--- config.mk ---
export PLATFORM = sky130hd
export DESIGN_NAME = fixed_p_std_mult_arb
export DESIGN_NICKNAME = d
export VERILOG_FILES = /design/src/rtl/fixed_p_std_mult_arb.sv
export SDC_FILE = /design/constraint.sdc
export NUM_CORES = 2
export LEC_CHECK = 0
export ABC_AREA = 0
export BUFFER_PORTS_ARGS = -buffer_cell sky130_fd_sc_hd__buf_2
export CORE_AREA = 2 2 246 248
export DETAILED_ROUTE_END_ITERATION = 10
export DIE_AREA = 0 0 248 250
export PLACE_DENSITY = 0.88
export SLEW_MARGIN = 20
export SYNTH_ARGS = -nofsm -noshare
export SYNTH_HDL_FRONTEND = slang
export SYNTH_SLANG_ARGS = --single-unit
--- constraint.sdc ---
create_clock -name clk -period 7.9 [get_ports clk]
set_input_delay 1.185 -clock clk [delete_from_list [all_inputs] [get_ports clk]]
set_output_delay 1.185 -clock clk [all_outputs]
set_load 0.02 [all_outputs]
--- src/rtl/fixed_p_std_mult_arb.sv ---
// Round-robin shared unsigned fixed-point multiplier with Calyx go/done handshake per requester.
// Optional build macro FIXED_P_MULT_ARB_SAT_EN saturates integer overflow instead of wrapping.
module fixed_p_std_mult_arb #(
   parameter int width       = 32,
   parameter int int_width   = 8,
   parameter int fract_width = 24,
   parameter int n_req       = 2,
   parameter int latency     = 3
) (
   input  logic                     clk,
   input  logic                     reset,
   input  logic [n_req-1:0]         go,
   input  logic [n_req*width-1:0]   left,
   input  logic [n_req*width-1:0]   right,
   output logic [width-1:0]         out,
   output logic [n_req-1:0]         done,
   output logic                     busy
);

   localparam int PW = (n_req > 1) ? $clog2(n_req) : 1;
   localparam int CW = (latency > 1) ? $clog2(latency) : 1;

   if (int_width + fract_width != width) begin : g_param_err
      $error("fixed_p_std_mult_arb: int_width + fract_width must equal width");
   end

   typedef enum logic [1:0] {
      S_IDLE,
      S_BUSY,
      S_DONE
   } state_t;

   state_t                r_state;
   state_t                w_state_nxt;
   logic [PW-1:0]         r_ptr;
   logic [PW-1:0]         r_gnt;
   logic [PW-1:0]         w_sel;
   logic [CW-1:0]         r_cnt;
   logic [width-1:0]      r_op_l;
   logic [width-1:0]      r_op_r;
   logic [width-1:0]      r_out;
   logic [2*width-1:0]    w_prod;
   logic                  w_start;

   function automatic logic [width-1:0] f_scale(input logic [2*width-1:0] p);
      logic [width-1:0] res;
      res = p[width+fract_width-1 : fract_width];
`ifdef FIXED_P_MULT_ARB_SAT_EN
      if (p[2*width-1 : width+fract_width] != '0) res = '1;
`endif
      return res;
   endfunction

   // Lowest-distance requester after the last grant wins; scanning from far to near keeps the nearest.
   always_comb begin
      w_sel = r_ptr;
      for (int k = n_req; k >= 1; k--) begin
         if (go[(int'(r_ptr) + k) % n_req]) w_sel = PW'((int'(r_ptr) + k) % n_req);
      end
   end

   assign w_start = (r_state == S_IDLE) && (|go);
   assign w_prod  = (2*width)'(r_op_l) * (2*width)'(r_op_r);

   always_ff @(posedge clk) begin
      if (reset) r_state <= S_IDLE;
      else       r_state <= w_state_nxt;
   end

   always_comb begin
      w_state_nxt = r_state;
      unique case (r_state)
         S_IDLE:  if (|go) w_state_nxt = S_BUSY;
         S_BUSY:  if (r_cnt == '0) w_state_nxt = S_DONE;
         S_DONE:  w_state_nxt = S_IDLE;
         default: w_state_nxt = S_IDLE;
      endcase
   end

   always_ff @(posedge clk) begin
      if (reset) begin
         r_ptr <= PW'(n_req - 1);
         r_gnt <= '0;
         r_cnt <= '0;
         r_out <= '0;
      end else begin
         if (w_start) begin
            r_gnt <= w_sel;
            r_ptr <= w_sel;
            r_cnt <= CW'(latency - 1);
         end else if (r_state == S_BUSY && r_cnt != '0) begin
            r_cnt <= r_cnt - 1'b1;
         end
         if (r_state == S_BUSY && r_cnt == '0) r_out <= f_scale(w_prod);
      end
   end

   // Operands are frozen at grant so requesters may change their buses while BUSY.
   always_ff @(posedge clk) begin
      if (w_start) begin
         r_op_l <= left[int'(w_sel)*width +: width];
         r_op_r <= right[int'(w_sel)*width +: width];
      end
   end

   always_comb begin
      done = '0;
      if (r_state == S_DONE) done[r_gnt] = 1'b1;
   end

   assign busy = (r_state != S_IDLE);
   assign out  = r_out;

endmodule

* Word level (Yosys, flattened, before mapping)
Cells that the tools add are included.
** Word-level totals
- Bits in registers :: 102
- Latch bits :: 0
- Memory bits (writable) :: 0
- Memory bits (read-only) :: 0
- Input bits :: 132
- Word-level logic and storage cells :: 52
- Memories kept :: 0
** Cells by class
- Add/sub/neg operators :: 3
- $mul :: 1
- Divide/modulo/power cells :: 0
- $lt $le $gt $ge :: 4
- Equality and inequality tests :: 4
- Shift operators :: 2
- Muxes and demuxes :: 16
- Bitwise gates (word level) :: 2
- Reduce and logical (&&, ||, !) cells :: 12
** Operators by type and width (number)
- 64-bit by 7-bit indexed part select with 32-bit output :: 2
- 32-bit by 32-bit multiplier with 56-bit output :: 1
- 2-bit 2-to-1 mux :: 5
- 1-bit 2-to-1 mux :: 9
- 2-bit by 3-bit < comparator with 1-bit output (second input constant) :: 2
- 2-bit nonzero test :: 3
- 1-bit logical AND :: 4
- 2-bit logical NOT :: 2
- 2-bit one-hot mux with 2 select lines :: 1
- 2-bit OR reduction :: 2
- 1-bit adder (second input constant) :: 2
- 1-bit AND (first input constant) :: 2
- 2-bit by 1-bit equality test with 1-bit output (second input constant) :: 1
- 2-bit equality test (second input constant) :: 1
- 1-bit by 2-bit < comparator with 1-bit output (second input constant) :: 1
- 2-bit by 1-bit != test with 1-bit output (second input constant) :: 1
- 2-bit != test (second input constant) :: 1
- 2-bit AND reduction :: 1
- 2-bit by 1-bit subtractor with 2-bit output (second input constant) :: 1
- 1-bit demux with 1-bit select :: 1
- 1-bit >= comparator (second input constant) :: 1

* Longest topological paths before layout
- Depth after elaboration :: 8
- Depth in mapped cells :: 29
- Gate-level depth less buffers :: 27

* Worst setup path before layout
Ideal clock, no wire load.
- Kind :: flip-flop to flip-flop
- Start :: reg r_op_l[16]
- End :: reg r_out[30] (netlist: out[30])
- Setup time :: 0.062 ns
- Data arrival time :: 7.131 ns
- Setup slack :: 0.707 ns
- Stages on the path, launching flop included :: 28
- Path buffers :: 2
- Path through :: edfxtp_1 > clkbuf_1 > nand2_1 > fa_1 > inv_1 > fa_1 > inv_1 > fa_1 > inv_1 > fa_1 > inv_1 > fa_1 > inv_1 > fa_1 > fa_1 > inv_1 > fa_1 > inv_1 > ha_1 > buf_2 > nand2_1 > a21o_1 > a221oi_2 > nor3_1 > o41ai_4 > a21oi_2 > or4b_1 > nand3_1
** On the way
- Longest elaborated chain between the ends :: 1
** Ends and longest elaborated chain
- start, declared :: RTL line 39 : logic [width-1:0] r_op_l;
- start signal, assigned :: RTL line 101 : r_op_l <= left[int'(w_sel)*width +: width];
- 32-bit by 32-bit multiplier with 56-bit output :: RTL line 63 : assign w_prod = (2*width)'(r_op_l) * (2*width)'(r_op_r);
- end signal, assigned :: RTL line 94 : if (r_state == S_BUSY && r_cnt == '0) r_out <= f_scale(w_prod);
- end, declared :: RTL line 41 : logic [width-1:0] r_out;
No other way between the ends.
A chain may end at the register's enable or synchronous reset.

* Final worst setup path
- Start :: reg r_op_l[16]
- End :: reg r_out[14] (netlist: out[14])
Same word-level chain as after synthesis.

==> key figures <==
Critical path
  • Startpoint Class: register
  • Crit path required time: 8.25 ns
  • Worst path cell trace: buf_4, buf_4, and2_1, fa_1, inv_1, fa_1, fa_1, fa_1, inv_1, fa_1, fa_1, fa_1, fa_1, ha_1, a21o_1, a21o_1, a21o_1, a311oi_1, o21a_1, o41ai_4, buf_4, xor2_1, nand2_1, a21oi_1
  • Slowest cell on crit path: fa_1
  • Cell mode on critical path: fa_1
  • Critical path class: register to register
  • Crit path DAT: just over 8 ns
  • R2R cell count: 24
  • CP startpoint: r_op_l[16]
  • Critical Path Fanout Max: 19
  • R2R Setup Slk: approximately 0.17 ns
  • Largest stage delay on the critical path: around 0.6 ns
  • Crit end category: register
  • RR Endpoint: out[14]
  • R2R Path Start: r_op_l[16]

Yosys
  • Unique masters post-synth: 60
  • Synth top area cells: fa_1 49%, inv_1 9.5%, and2_1 9.0%, ha_1 7.5%, nand2_1 6.0%
  • Ys flop type: edfxtp_1
  • FFs w/ async S/R, synth: 0%
  • FF+latch count, synth: 102
  • Ys Warns: 0
  • Dominant cell type by area after synthesis: fa_1
  • Cell Area, Synth: 35200 µm²
  • Number of enable flip-flop cells after synthesis: 64
  • Syn nets: 4993
  • Mapped Cells: 3782
  • Mapped Avg Cell Area: 9.30 µm²
  • Synth top area share: approximately half
  • Post-synthesis sequential area ratio: 7.63%

Clock network
  • Clock buffer depth: 2
  • Inserted Clock Buffers: 9
  • Hold-fix buffers at CTS: 0
  • Clk slew on worst S/H paths: 0.11 ns
  • Clk_lat worst skew: 0.43 ns
  • CTS tree: done
  • Root buffer cell: clkbuf_16
  • Clock sinks: 102
  • H-Tree Depth: 3

Layout
  • Area grow syn2layout: 7.47%
  • Fraction of layout cells with a size suffix above 1: 10.7%
  • Ant diodes: 0
  • Fillers: ~4400
  • Nets: 5104
  • Design area: 37800 µm²
  • Fin cells: 4680

Flow run
  • Maxcap violations: 0

GRT
  • Grt ovf: 0
  • GRT Resource Usage Total: 32.6%
  • Vias in the first global route: 29300
  • First-pass GRT wire length: 155 mm
  • Largest net degree at the start of global routing: 67
  • Initial antenna violation count: 0

Placed design
  • Number of I/O port buffers: 166
  • DP Cell Count: 4634
  • HPWL Detailed: 78.0 mm
  • GPL Wtd Cong: 0.949
  • Post-DP Area: 37200 µm²

Drt
  • Vias/cell: 5.68
  • Initial DRC Count: 2628
  • First-pass iteration count of the detailed router: 8
  • WL/cell: roughly 20 µm
  • Vias after detailed routing: 26600
  • Residual DRC count: 0
  • Antenna Nets Post-Route: 0
  • Final wirelength: around 95 mm

Die
  • I/O pins: 167
  • Initial Util: 59.0%
  • Num rows: 90
  • Core ar.: around 60000 µm²
  • Die area: 62000 µm²
  • Die height: approximately 250 µm
  • Die width: between 200 and 250 µm

Min path
  • Min-delay src: out[23]
  • Hold Path Stages: 2
  • Hold Path Class: register to register
  • Hold endpoint: out[23]

Timing
  • Max-slew violations: 0
  • Worst-margin pin slew: 1.05 ns
  • Clk_skew: 0.0316 ns
  • Slew headroom: 30.2%
  • Post-route minimum period: 7.73 ns
  • Fmax: between 100 and 150 MHz
  • RSZ-0062 raised after global routing: true
  • Period utilization: between 90 and 100%
  • Hold Fails Final Rpt: 0
  • Final setup viols: 0

Run status
  • Status: finished, final reports clean
==> how the worst max path moves through the flow <==
stage          endpoint  depth (start not counted)
2_1_floorplan   out[30]                         27
3_3_place_gp    out[30]                         26
3_5_place_dp    out[31]                         26
4_1_cts         out[30]                         23
5_1_grt         out[14]                         24
6_report        out[14]                         24
==> worst max-delay path, delay by kind of cell, from the launching register on <==
| kind | cells | cell delay [ns] |
|---|---|---|
| xor gates and xnor gates | 1 | 0.15 |
| and+or+nand+nor | 2 | 0.29 |
| AOI/OAI and AO/OA | 7 | 1.47 |
| buffers and inverters | 5 | 0.71 |
| DFF | 1 | 0.52 |
| adders and majority gates | 9 | 4.48 |
==> metal layers <==
metal	track usage [%]	share of wire, %
met5	0	0
met4	11.2	3.6
met3	10.5	13
met2	49.3	45
met1	44.6	38
==> timing repair <==
action,4_1_cts,5_1_grt
pin swaps,0,10
setup endpoints to repair,1,17
cloned,0,0
gates resized for setup,1,16
buffers inserted,4,26
==> state kept, by name (all words and copies together), names as in the netlist <==
register  count
r_ptr         1
r_gnt         1
r_cnt         2
out          32
r_state       2
r_op_l       32
r_op_r       32
==> final cells by class <==
cell class / count / area (µm²) / area share (%)
sequential: 102 / 2680 / 7.10
clock buffer: 9 / 225 / 0.596
inverter: 889 / 3340 / 8.83
tap: 782 / 978 / 2.59
clock inverter: 7 / 83.8 / 0.222
multi-input combinational: 2572 / 28400 / 75.1
timing repair buffer: 319 / 2100 / 5.56
==> cell families (layout without fill, tap and decap cells) <==
group,count (synthesis),count (layout),synth area share [%]
simple gates,1197,1197,17.1
xor+xnor,41,41,1.02
flops,102,102,7.63
compound gates,190,190,3.44
fa+ha+maj,1079,1079,56.9
buf+inv,1108,1224,11.8
mux,65,65,2.08
==> Yosys cell counts (all sizes together), types with 10 or more instances <==
master	number
a21oi	72
xnor2	29
nor3	15
and2	504
nand3	34
clkbuf	212
o21bai	10
edfxtp	64
fa	869
ha	210
inv	889
mux2	65
nor2	25
dfxtp	38
nand4	24
o21ai	35
xor2	12
nand2	561
a21o	22
==> per-stage QoR <==
stage | hold slack, ns | TNS [ns] | setup slack (ns) | util, %
finish | 0.458 | 0 | 0.173 | 63.4
global route | 0.492 | -0.113 | -0.0496 | 63.4
CTS | 0.463 | 0 | 0.0620 | 63.0
detailed placement | 0.443 | -0.0233 | -0.0233 | 62.4
global placement | 0.435 | 0 | 0.266 | 62.4
floorplan | 0.455 | 0 | 0.707 | -
==> layout by cell type, fill, tap and decap left out, types with 3 or more instances in the layout <==
cell type	instances
a21boi_0	5
ha_1	207
a211oi_1	5
buf_12	9
o21a_1	3
a21oi_1	71
nor2_1	25
or4_1	4
nand4_1	24
nand2_1	561
and2_1	504
or3_1	3
nor3b_1	3
a21o_1	22
buf_6	3
a31oi_1	7
nor3_1	14
fa_1	867
inv_1	888
o221ai_1	3
o21bai_1	10
edfxtp_1	64
dfxtp_1	38
or2_2	3
a221o_1	3
xnor2_1	29
nand3b_1	3
xor2_1	12
nor4b_1	3
o21ai_0	31
clkbuf_16	9
nor2b_1	3
mux2_2	65
o211ai_1	6
nand3_1	34
buf_2	166
buf_4	141
and3_1	4
Power is not shown: default switching activity piles up to over one toggle a cycle in this logic, so the estimate is an artifact.
